### src/rtl/console_tx.sv
// console_tx: memory-mapped serial console transmitter.
//
// Sits on the CPU data bus beside the RAM. CPU byte writes to the register
// window BASE..BASE+3 are decoded here, bytes written to DATA are buffered
// in a 4-entry FIFO and serialised as 8N1 frames on txd (LSB first, one
// start bit, one stop bit, DIVISOR clocks per bit).
//
// Register map (offset from BASE):
//   0 DATA   write: push byte        read: 0
//   1 STATUS read : {overflow, 2'b0, count[2:0], tx_idle, tx_ready}
//            write: any value clears the sticky overflow flag
//   2 CTRL   bit0 irq_enable (only with CONSOLE_IRQ_EN), otherwise reads 0
//   3 reserved, reads 0, writes ignored
//
// Ports:
//   clock   system clock, rising edge
//   reset_n asynchronous active-low reset
//   wen/waddr/wdata  CPU write strobe, address, data
//   ren/raddr        CPU read strobe, address
//   rdata   registered read data, 0 when not selected (OR-able with RAM)
//   txd     registered serial output, idle high
//   irq     (CONSOLE_IRQ_EN only) registered irq_enable & tx_ready
//
// Optional feature macro: CONSOLE_IRQ_EN adds the irq port and CTRL register.

module console_tx #(
    parameter logic [15:0] BASE    = 16'hFF00,
    parameter int unsigned DIVISOR = 16
) (
    input  logic        clock,
    input  logic        reset_n,
    input  logic        wen,
    input  logic        ren,
    input  logic [15:0] waddr,
    input  logic [15:0] raddr,
    input  logic [7:0]  wdata,
    output logic [7:0]  rdata,
    output logic        txd
`ifdef CONSOLE_IRQ_EN
    ,
    output logic        irq
`endif
);

    localparam logic [15:0] BAUD_RELOAD = 16'(DIVISOR - 1);

    typedef enum logic [1:0] {
        ST_IDLE  = 2'd0,
        ST_START = 2'd1,
        ST_DATA  = 2'd2,
        ST_STOP  = 2'd3
    } state_t;

    state_t      state_r, state_s;
    logic [15:0] baud_r, baud_s;
    logic [2:0]  bit_r, bit_s;
    logic [7:0]  shift_r, shift_s;
    logic        txd_r, txd_s;
    logic        pop_s;

    logic [7:0]  fifo_mem_r [0:3];
    logic [1:0]  wptr_r, rptr_r;
    logic [2:0]  count_r;
    logic        ovf_r;
    logic [7:0]  rdata_r, rd_val_s;
    logic [7:0]  ctrl_val_s;

    // Address decode: window is 4-aligned so the upper 14 bits select it.
    logic wsel_s, rsel_s, push_req_s, push_ok_s, full_s, empty_s;
    logic stat_wr_s, tx_idle_s;
    logic [7:0] status_s;

    assign wsel_s     = (waddr[15:2] == BASE[15:2]);
    assign rsel_s     = (raddr[15:2] == BASE[15:2]);
    assign full_s     = (count_r == 3'd4);
    assign empty_s    = (count_r == 3'd0);
    assign push_req_s = wen & wsel_s & (waddr[1:0] == 2'd0);
    // Push acceptance looks at the count before any same-edge pop.
    assign push_ok_s  = push_req_s & ~full_s;
    assign stat_wr_s  = wen & wsel_s & (waddr[1:0] == 2'd1);
    assign tx_idle_s  = empty_s & (state_r == ST_IDLE);
    assign status_s   = {ovf_r, 2'b00, count_r, tx_idle_s, ~full_s};

`ifdef CONSOLE_IRQ_EN
    logic irq_en_r, irq_r;

    // CTRL register and registered interrupt output.
    always_ff @(posedge clock or negedge reset_n) begin
        if (!reset_n) begin
            irq_en_r <= 1'b0;
            irq_r    <= 1'b0;
        end else begin
            if (wen && wsel_s && (waddr[1:0] == 2'd2)) begin
                irq_en_r <= wdata[0];
            end
            irq_r <= irq_en_r & ~full_s;
        end
    end

    assign irq        = irq_r;
    assign ctrl_val_s = {7'b0000000, irq_en_r};
`else
    assign ctrl_val_s = 8'h00;
`endif

    // Read mux: value presented to the read data register this cycle.
    always_comb begin
        rd_val_s = 8'h00;
        if (rsel_s) begin
            case (raddr[1:0])
                2'd1:    rd_val_s = status_s;
                2'd2:    rd_val_s = ctrl_val_s;
                default: rd_val_s = 8'h00;
            endcase
        end else begin
            rd_val_s = 8'h00;
        end
    end

    // Read data register: loads on a read strobe, zero otherwise.
    always_ff @(posedge clock or negedge reset_n) begin
        if (!reset_n) begin
            rdata_r <= 8'h00;
        end else if (ren) begin
            rdata_r <= rd_val_s;
        end else begin
            rdata_r <= 8'h00;
        end
    end

    // FIFO storage, pointers, occupancy count and sticky overflow.
    always_ff @(posedge clock or negedge reset_n) begin
        if (!reset_n) begin
            for (int i = 0; i < 4; i++) begin
                fifo_mem_r[i] <= 8'h00;
            end
            wptr_r  <= 2'd0;
            rptr_r  <= 2'd0;
            count_r <= 3'd0;
            ovf_r   <= 1'b0;
        end else begin
            if (push_ok_s) begin
                fifo_mem_r[wptr_r] <= wdata;
                wptr_r             <= wptr_r + 2'd1;
            end
            if (pop_s) begin
                rptr_r <= rptr_r + 2'd1;
            end
            case ({push_ok_s, pop_s})
                2'b10:   count_r <= count_r + 3'd1;
                2'b01:   count_r <= count_r - 3'd1;
                default: count_r <= count_r;
            endcase
            // A dropped byte on the same edge as a clear keeps the flag set.
            if (push_req_s && full_s) begin
                ovf_r <= 1'b1;
            end else if (stat_wr_s) begin
                ovf_r <= 1'b0;
            end
        end
    end

    // Transmitter state registers.
    always_ff @(posedge clock or negedge reset_n) begin
        if (!reset_n) begin
            state_r <= ST_IDLE;
            baud_r  <= 16'd0;
            bit_r   <= 3'd0;
            shift_r <= 8'h00;
            txd_r   <= 1'b1;
        end else begin
            state_r <= state_s;
            baud_r  <= baud_s;
            bit_r   <= bit_s;
            shift_r <= shift_s;
            txd_r   <= txd_s;
        end
    end

    // Transmitter next state; txd_s is the line level for the next cycle so
    // the pin itself is a flop.
    always_comb begin
        state_s = state_r;
        baud_s  = baud_r;
        bit_s   = bit_r;
        shift_s = shift_r;
        txd_s   = txd_r;
        pop_s   = 1'b0;
        case (state_r)
            ST_IDLE: begin
                if (!empty_s) begin
                    pop_s   = 1'b1;
                    state_s = ST_START;
                    baud_s  = BAUD_RELOAD;
                    shift_s = fifo_mem_r[rptr_r];
                    txd_s   = 1'b0;
                end else begin
                    txd_s   = 1'b1;
                end
            end
            ST_START: begin
                if (baud_r != 16'd0) begin
                    baud_s  = baud_r - 16'd1;
                end else begin
                    state_s = ST_DATA;
                    baud_s  = BAUD_RELOAD;
                    bit_s   = 3'd0;
                    txd_s   = shift_r[0];
                end
            end
            ST_DATA: begin
                if (baud_r != 16'd0) begin
                    baud_s  = baud_r - 16'd1;
                end else if (bit_r == 3'd7) begin
                    state_s = ST_STOP;
                    baud_s  = BAUD_RELOAD;
                    txd_s   = 1'b1;
                end else begin
                    baud_s  = BAUD_RELOAD;
                    bit_s   = bit_r + 3'd1;
                    shift_s = {1'b0, shift_r[7:1]};
                    txd_s   = shift_r[1];
                end
            end
            ST_STOP: begin
                if (baud_r != 16'd0) begin
                    baud_s  = baud_r - 16'd1;
                end else if (!empty_s) begin
                    // Back-to-back frame: straight into the next start bit.
                    pop_s   = 1'b1;
                    state_s = ST_START;
                    baud_s  = BAUD_RELOAD;
                    shift_s = fifo_mem_r[rptr_r];
                    txd_s   = 1'b0;
                end else begin
                    state_s = ST_IDLE;
                    baud_s  = 16'd0;
                    txd_s   = 1'b1;
                end
            end
            default: begin
                state_s = ST_IDLE;
                baud_s  = 16'd0;
                txd_s   = 1'b1;
            end
        endcase
    end

    assign rdata = rdata_r;
    assign txd   = txd_r;

endmodule

### config.mk
export PLATFORM = sky130hd
export DESIGN_NAME = console_tx
export DESIGN_NICKNAME = d
export VERILOG_FILES = /design/src/rtl/console_tx.sv
export SDC_FILE = /design/constraint.sdc
export NUM_CORES = 1
export LEC_CHECK = 0
export CORE_ASPECT_RATIO = 1.75
export CORE_MARGIN = 2
export CORE_UTILIZATION = 46
export DETAILED_ROUTE_END_ITERATION = 10
export PLACE_DENSITY_LB_ADDON = 0.2
export SYNTH_ARGS = -nofsm -noshare
export SYNTH_HDL_FRONTEND = slang
export SYNTH_SLANG_ARGS = --single-unit
export TNS_END_PERCENT = 20
### constraint.sdc
create_clock -name clock -period 3.6 [get_ports clock]
set_clock_uncertainty 0.1 [all_clocks]
set_input_delay 0.72 -clock clock [delete_from_list [all_inputs] [get_ports clock]]
set_output_delay 0.72 -clock clock [all_outputs]
set_load 0.02 [all_outputs]
==> results of run 1 <==
==> logic make-up after synthesis <==
kind of cell             count (synthesis)  synth area share (%)
multiplexers                            55                  17.2
other                                    1                0.0918
buffers and inverters                   29                  2.91
AO/OA/AOI/OAI                           62                  10.5
adder cells (fa/ha/maj)                 14                  4.47
flip-flops                              76                  46.6
AND/OR/NAND/NOR                        109                  16.7
XOR/XNOR                                 7                  1.50
==> Yosys cell counts (5+ instances only) <==
cell / n / area share, %
ha_1: 13 / 4.0
mux4_2: 8 / 4.4
a21oi_1: 12 / 1.5
mux2i_1: 5 / 1.2
nand2_1: 34 / 3.1
clkbuf_1: 10 / 0.92
mux2_2: 28 / 7.7
or3_1: 7 / 1.1
o21ai_0: 9 / 1.1
nor4_1: 8 / 1.2
nor2_1: 12 / 1.1
a31oi_1: 5 / 0.77
nand4_1: 5 / 0.77
inv_1: 15 / 1.4
o211ai_1: 5 / 0.92
mux2_1: 14 / 3.9
and2_1: 10 / 1.5
dfrtp_1: 75 / 46
==> final timing paths <==
check | endpoint | cells after the start
max in group asynchronous | baud_r[14] | 1
hold reg to reg | rdata[7] | 1
setup reg to reg | count_r[2] | 10
hold / removal | rdata[7] | 1
min in group asynchronous | rdata[1] | 1
setup / recovery | count_r[2] | 10
==> metrics by stage <==
stage,cell area (µm²),hold WS (ps),setup WS (ps),total power [mW],instances
floorplan,4090,324,670,2.18,354
global placement,4710,369,305,2.53,511
detailed placement,4710,375,259,2.56,511
CTS,4980,391,599,3.40,526
global route,4980,410,432,3.61,526
finish,4980,385,610,3.38,526
==> final cells by class <==
type                    instances  area, µm²
fillers                       774       3690
clock buffers                  13        260
inverters                      15       56.3
repair buffers                 54        528
multi-input cells             249       2070
flip-flops and latches         76       1900
clock inverters                 2       10.0
well taps                     117        146
==> report_power, final <==
part	internal [mW]	total (mW)	switching (mW)	leakage (nW)
logic	0.602	1.38	0.774	1.08
registers	0.985	1.18	0.197	1.03
clock network	0.498	0.820	0.322	0.135
total	2.08	3.38	1.29	2.25
==> per-layer routing <==
layer	vias up	part of all wire, %	GRT usage, %
li1	1402	-	-
met3	18	2.7	4.62
met5	-	0	0
met4	0	1.9	7.53
met2	54	57	35.5
met1	1462	39	20.8
==> placed cells by master, fill, tap and decap left out, drive strengths merged, types with 7 or more instances in the layout <==
master / netlist / final
o21ai: 9 / 9
nor4: 10 / 10
or3: 7 / 7
nor2: 12 / 12
ha: 13 / 13
nand2: 34 / 34
mux4: 8 / 8
clkdlybuf4s50: 0 / 49
and2: 10 / 10
a21oi: 12 / 12
clkbuf: 10 / 13
mux2: 42 / 42
dfrtp: 75 / 75
nand3: 8 / 8
inv: 15 / 15
==> flip-flops by register name, summed over array words and instances (netlist names) <==
name        flops
bit_r           3
baud_r         16
ovf_r           1
txd             1
fifo_mem_r     32
shift_r         8
rdata           6
state_r         2
wptr_r          2
rptr_r          2
count_r         3
==> worst reg2reg max path, cell delays in order (launching register included) <==
cell     delay [ps]
dfrtp_1         420
nor4_2          540
and4_1          320
a21oi_1         120
nor3_1          200
ha_1            220
inv_1            60
fa_1            370
xor2_1          150
nor2_1          130
xor2_1          160
==> metrics, run 1 <==
run status=finished clean; Final Hold Vio Count=0; antenna-violating nets left=0; largest net degree at the start of global routing=77; gp weighted congestion=0.824; final wirelength=8.44 mm; wire per inst=about 16 µm; Area Growth Syn to Fin=21.8%; Lkg Pwr=2.25 nW; Via density=5.58; Synth Flop Type=dfrtp_1; Critical Path Max Stage Delay=between 500 and 600 ps; CP Cell Sequence=clkdlybuf4s50_1 > or4b_4 > nor4_1 > nand2_1 > ha_1 > inv_1 > fa_1 > xor2_1 > nor2_1 > xor2_1; highest clock rate=roughly 330 MHz; DR pass1 iterations=4; Post-DP HPWL=between 6 and 7 mm; worst skew pair latency=about 330 ps; initial antenna violation count=0; Worst setup EP type=flop; Remaining DRCs=0; family with the most delay on the worst path=simple AND/OR/NAND/NOR gates; Mean Syn Cell Area=11.6 µm²; drt initial violations=~80; VDD IR max=372 µV; Worst setup SP type=primary input; crit path time final=2990 ps; layout cells sized above 1=17.6%; max cap viols=0; CP Class=in -> reg; Clock Sinks=76; Die Y-Extent=129 µm; Final Setup Violations=0; sequential area share after synthesis=46.6%; Hold Startpoint=ovf_r; PwrDens=roughly 680 nW/µm²; RSZ-0062 raised after global routing=false; Reg clk slew, reported paths=about 50 ps; cts hold-fix bufs=0; post-CTS setup buffers=0; Starting Density=between 40 and 50%; actual slew at the worst max-slew pin=roughly 960 ps; Post-CTS Resized=0; CP Launch Point=waddr[1]; first-pass GRT wire length=14.4 mm; library cells used by synthesis=slightly above 60; Post-synth EDFFs=0; Synth Instances=between 300 and 400; most frequent cell on the critical path=xor2_1; antenna diode count=0; setup TNS=0 ps; CP max FO=3; r2r setup slk=740 ps; IO buf count=50; fin util=between 50% and 60%; reg2reg start=baud_r[10]; Layout Nets=about 460; Worst Path Buf+Inv=2; Final Slew Violations=0; Post-Synthesis Cell Area=4090 µm²; Yosys warning total=0; Total GRT Usage=a little under 20%; H-tree depth=3; # IOs=53; Clock Tree Root=clkbuf_16; Die Wd=~75 µm; TritonCTS clock tree=yes; CP max stage cell=or4b_4; CP arrival=3100 ps; grt ovf=0; #FFs+latches synth=between 70 and 80; Hold Crit Class=reg -> reg; number of global-route vias before repair=around 3200; CTS max path bufs=2; Core ar.=8670 µm²; final worst path period share=83.0%; CTS Buf Count=9; Synth async-reset ratio=between 90% and 100%; via count=roughly 2900; max_slew headroom=36.2%; Std-Cell Rows=45; worst endpoint required time=around 3700 ps; full die area=between 9000 and 10000 µm²
Note: power is estimated with default switching activity, not from simulation.
==> run 2, diff against run 1 <==
==> constraint.sdc (replaced) <==
create_clock -name clock -period 2.4 [get_ports clock]
set_clock_uncertainty 0.1 [all_clocks]
set_input_delay 0.48 -clock clock [delete_from_list [all_inputs] [get_ports clock]]
set_output_delay 0.48 -clock clock [all_outputs]
set_load 0.02 [all_outputs]
==> metrics, run 2 (same netlist as run 1, synthesis figures left out) <==
CP max FO=2; Total GRT Usage=around 21%; # IOs=53; CTS Buf Count=9; first-pass GRT wire length=15.3 mm; highest clock rate=402 MHz; Final Hold Vio Count=0; worst skew pair latency=between 300 and 400 ps; PwrDens=around 1100 nW/µm²; H-tree depth=3; number of global-route vias before repair=roughly 3300; TritonCTS clock tree=yes; worst endpoint required time=around 2600 ps; drt initial violations=roughly 190; Area Growth Syn to Fin=35.2%; max_slew headroom=56.9%; final worst slack=-85.4 ps; Die Y-Extent=about 130 µm; Worst setup SP type=flop; antenna-violating nets left=0; RSZ-0062 raised after global routing=true; Reg clk slew, reported paths=around 60 ps; Clock Tree Root=clkbuf_16; Final Setup Violations=2; CP Class=reg -> reg; reg2reg start=baud_r[1]; Hold Crit Class=in -> async; WHS=around 50 ps; Post-DP HPWL=6.78 mm; Clock Sinks=76; top layer in use=met4; cell area after placement=5120 µm²; final worst path period share=104%; CP arrival=approximately 2600 ps; layout cells sized above 1=30.3%; r2r setup slk=-90 ps; cells on worst reg2reg path=12; Worst setup EP type=flop; via count=slightly above 3000; Die Wd=about 75 µm; Via density=between 5 and 6; Final Power=~6 mW; met2 wire length=5.16 mm; largest net degree at the start of global routing=45; wire per inst=15.6 µm; Remaining DRCs=0; IO buf count=50; failing checks=setup timing; met3 routed WL=165 µm; full die area=approximately 9700 µm²; VDD IR max=600 µV; Lkg Pwr=between 2 and 3 nW; crit path time final=between 2000 and 2500 ps; setup slack at placement=-539 ps; initial antenna violation count=0; Design Area, Final=about 5500 µm²; Final Slew Violations=0; CP Launch Point=baud_r[1]; antenna diode count=0; final wirelength=9.04 mm; DR pass1 iterations=4; Starting Density=47.1%; run status=finished with violations; actual slew at the worst max-slew pin=~650 ps; Core ar.=~8700 µm²; Std-Cell Rows=45; gp weighted congestion=around 0.87; Largest regs=fifo_mem_r: 32 flops, baud_r: 16 flops, shift_r: 8 flops; max reg flops=32; most frequent cells in the layout=dfrtp_1, buf_4, clkdlybuf4s50_1; fin util=around 64%; CTS max path bufs=2; grt ovf=0; Layout Nets=around 520; max cap viols=0; wl on met1=3.48 mm; most common cell after layout, fill and taps aside=dfrtp_1; reg-to-reg endpoint=count_r[2]; Setup crit end=count_r[2]; cts hold-fix bufs=0; Largest Register=fifo_mem_r
-- run 2: cell types whose count changed in the layout (fill, tap and decap cells not counted), sizes merged --
cell	previous run	this run
buf	5	57
clkdlybuf4s50	49	42
dlygate4sd2	0	7
inv	15	18
clkbuf	13	11
bufinv	0	1
clkinv	2	1
-- run 2: worst min-delay path by stage --
stage	depth (start not counted)	to	start	slack [ps]
finish	1	rdata[4]	reset_n	50
global route	1	rdata[4]	reset_n	100
CTS	1	rdata[4]	reset_n	70
detailed placement	1	rdata[7]	ovf_r	370
global placement	1	fifo_mem_r[23]	fifo_mem_r[23]	370
floorplan	0	baud_r[0]	reset_n	80
-- run 2: where the power goes --
part	internal, mW	switching, mW	total (mW)
clock network	0.874	0.531	1.41
registers	1.48	0.263	1.74
logic	1.39	1.38	2.77
total	3.74	2.18	5.91
-- run 2: cell type report --
class | count | area (µm²)
repair buffers | 106 | 935
flip-flops and latches | 76 | 1900
inverters | 15 | 56.3
fillers | 723 | 3150
well taps | 117 | 146
multi-input cells | 249 | 2160
clock inverters | 5 | 65.1
clock buffers | 11 | 253
-- run 2: repair_timing --
action                                  4_1_cts  5_1_grt
resized for setup                            20        1
pin swaps                                    12        0
endpoints found under the setup margin        2        3
buffers inserted                              4        0
endpoints found under the hold margin         0        0
-- run 2: critical path, stage by stage, from the launching register on --
cell     delay (ps)
dfrtp_1         390
inv_2           100
ha_4            140
nor3b_4         190
and4_4          260
a21oi_4          70
nor3_4          160
ha_4            170
inv_2            40
fa_2            340
xor2_1          160
nor2_1          130
xor2_1          160
-- run 2: per-layer routing --
layer  global-route usage (%)  vias to the layer above
met5                        0                        -
met2                     37.3                       44
met3                     2.35                       15
li1                         -                     1517
met1                     23.7                     1541
met4                     10.1                        0
-- run 2: through the flow --
step	cells	setup TNS [ps]
finish	579	-89.3
global route	579	-356
CTS	579	-75.7
detailed placement	559	-9730
global placement	559	-9040
floorplan	354	-611
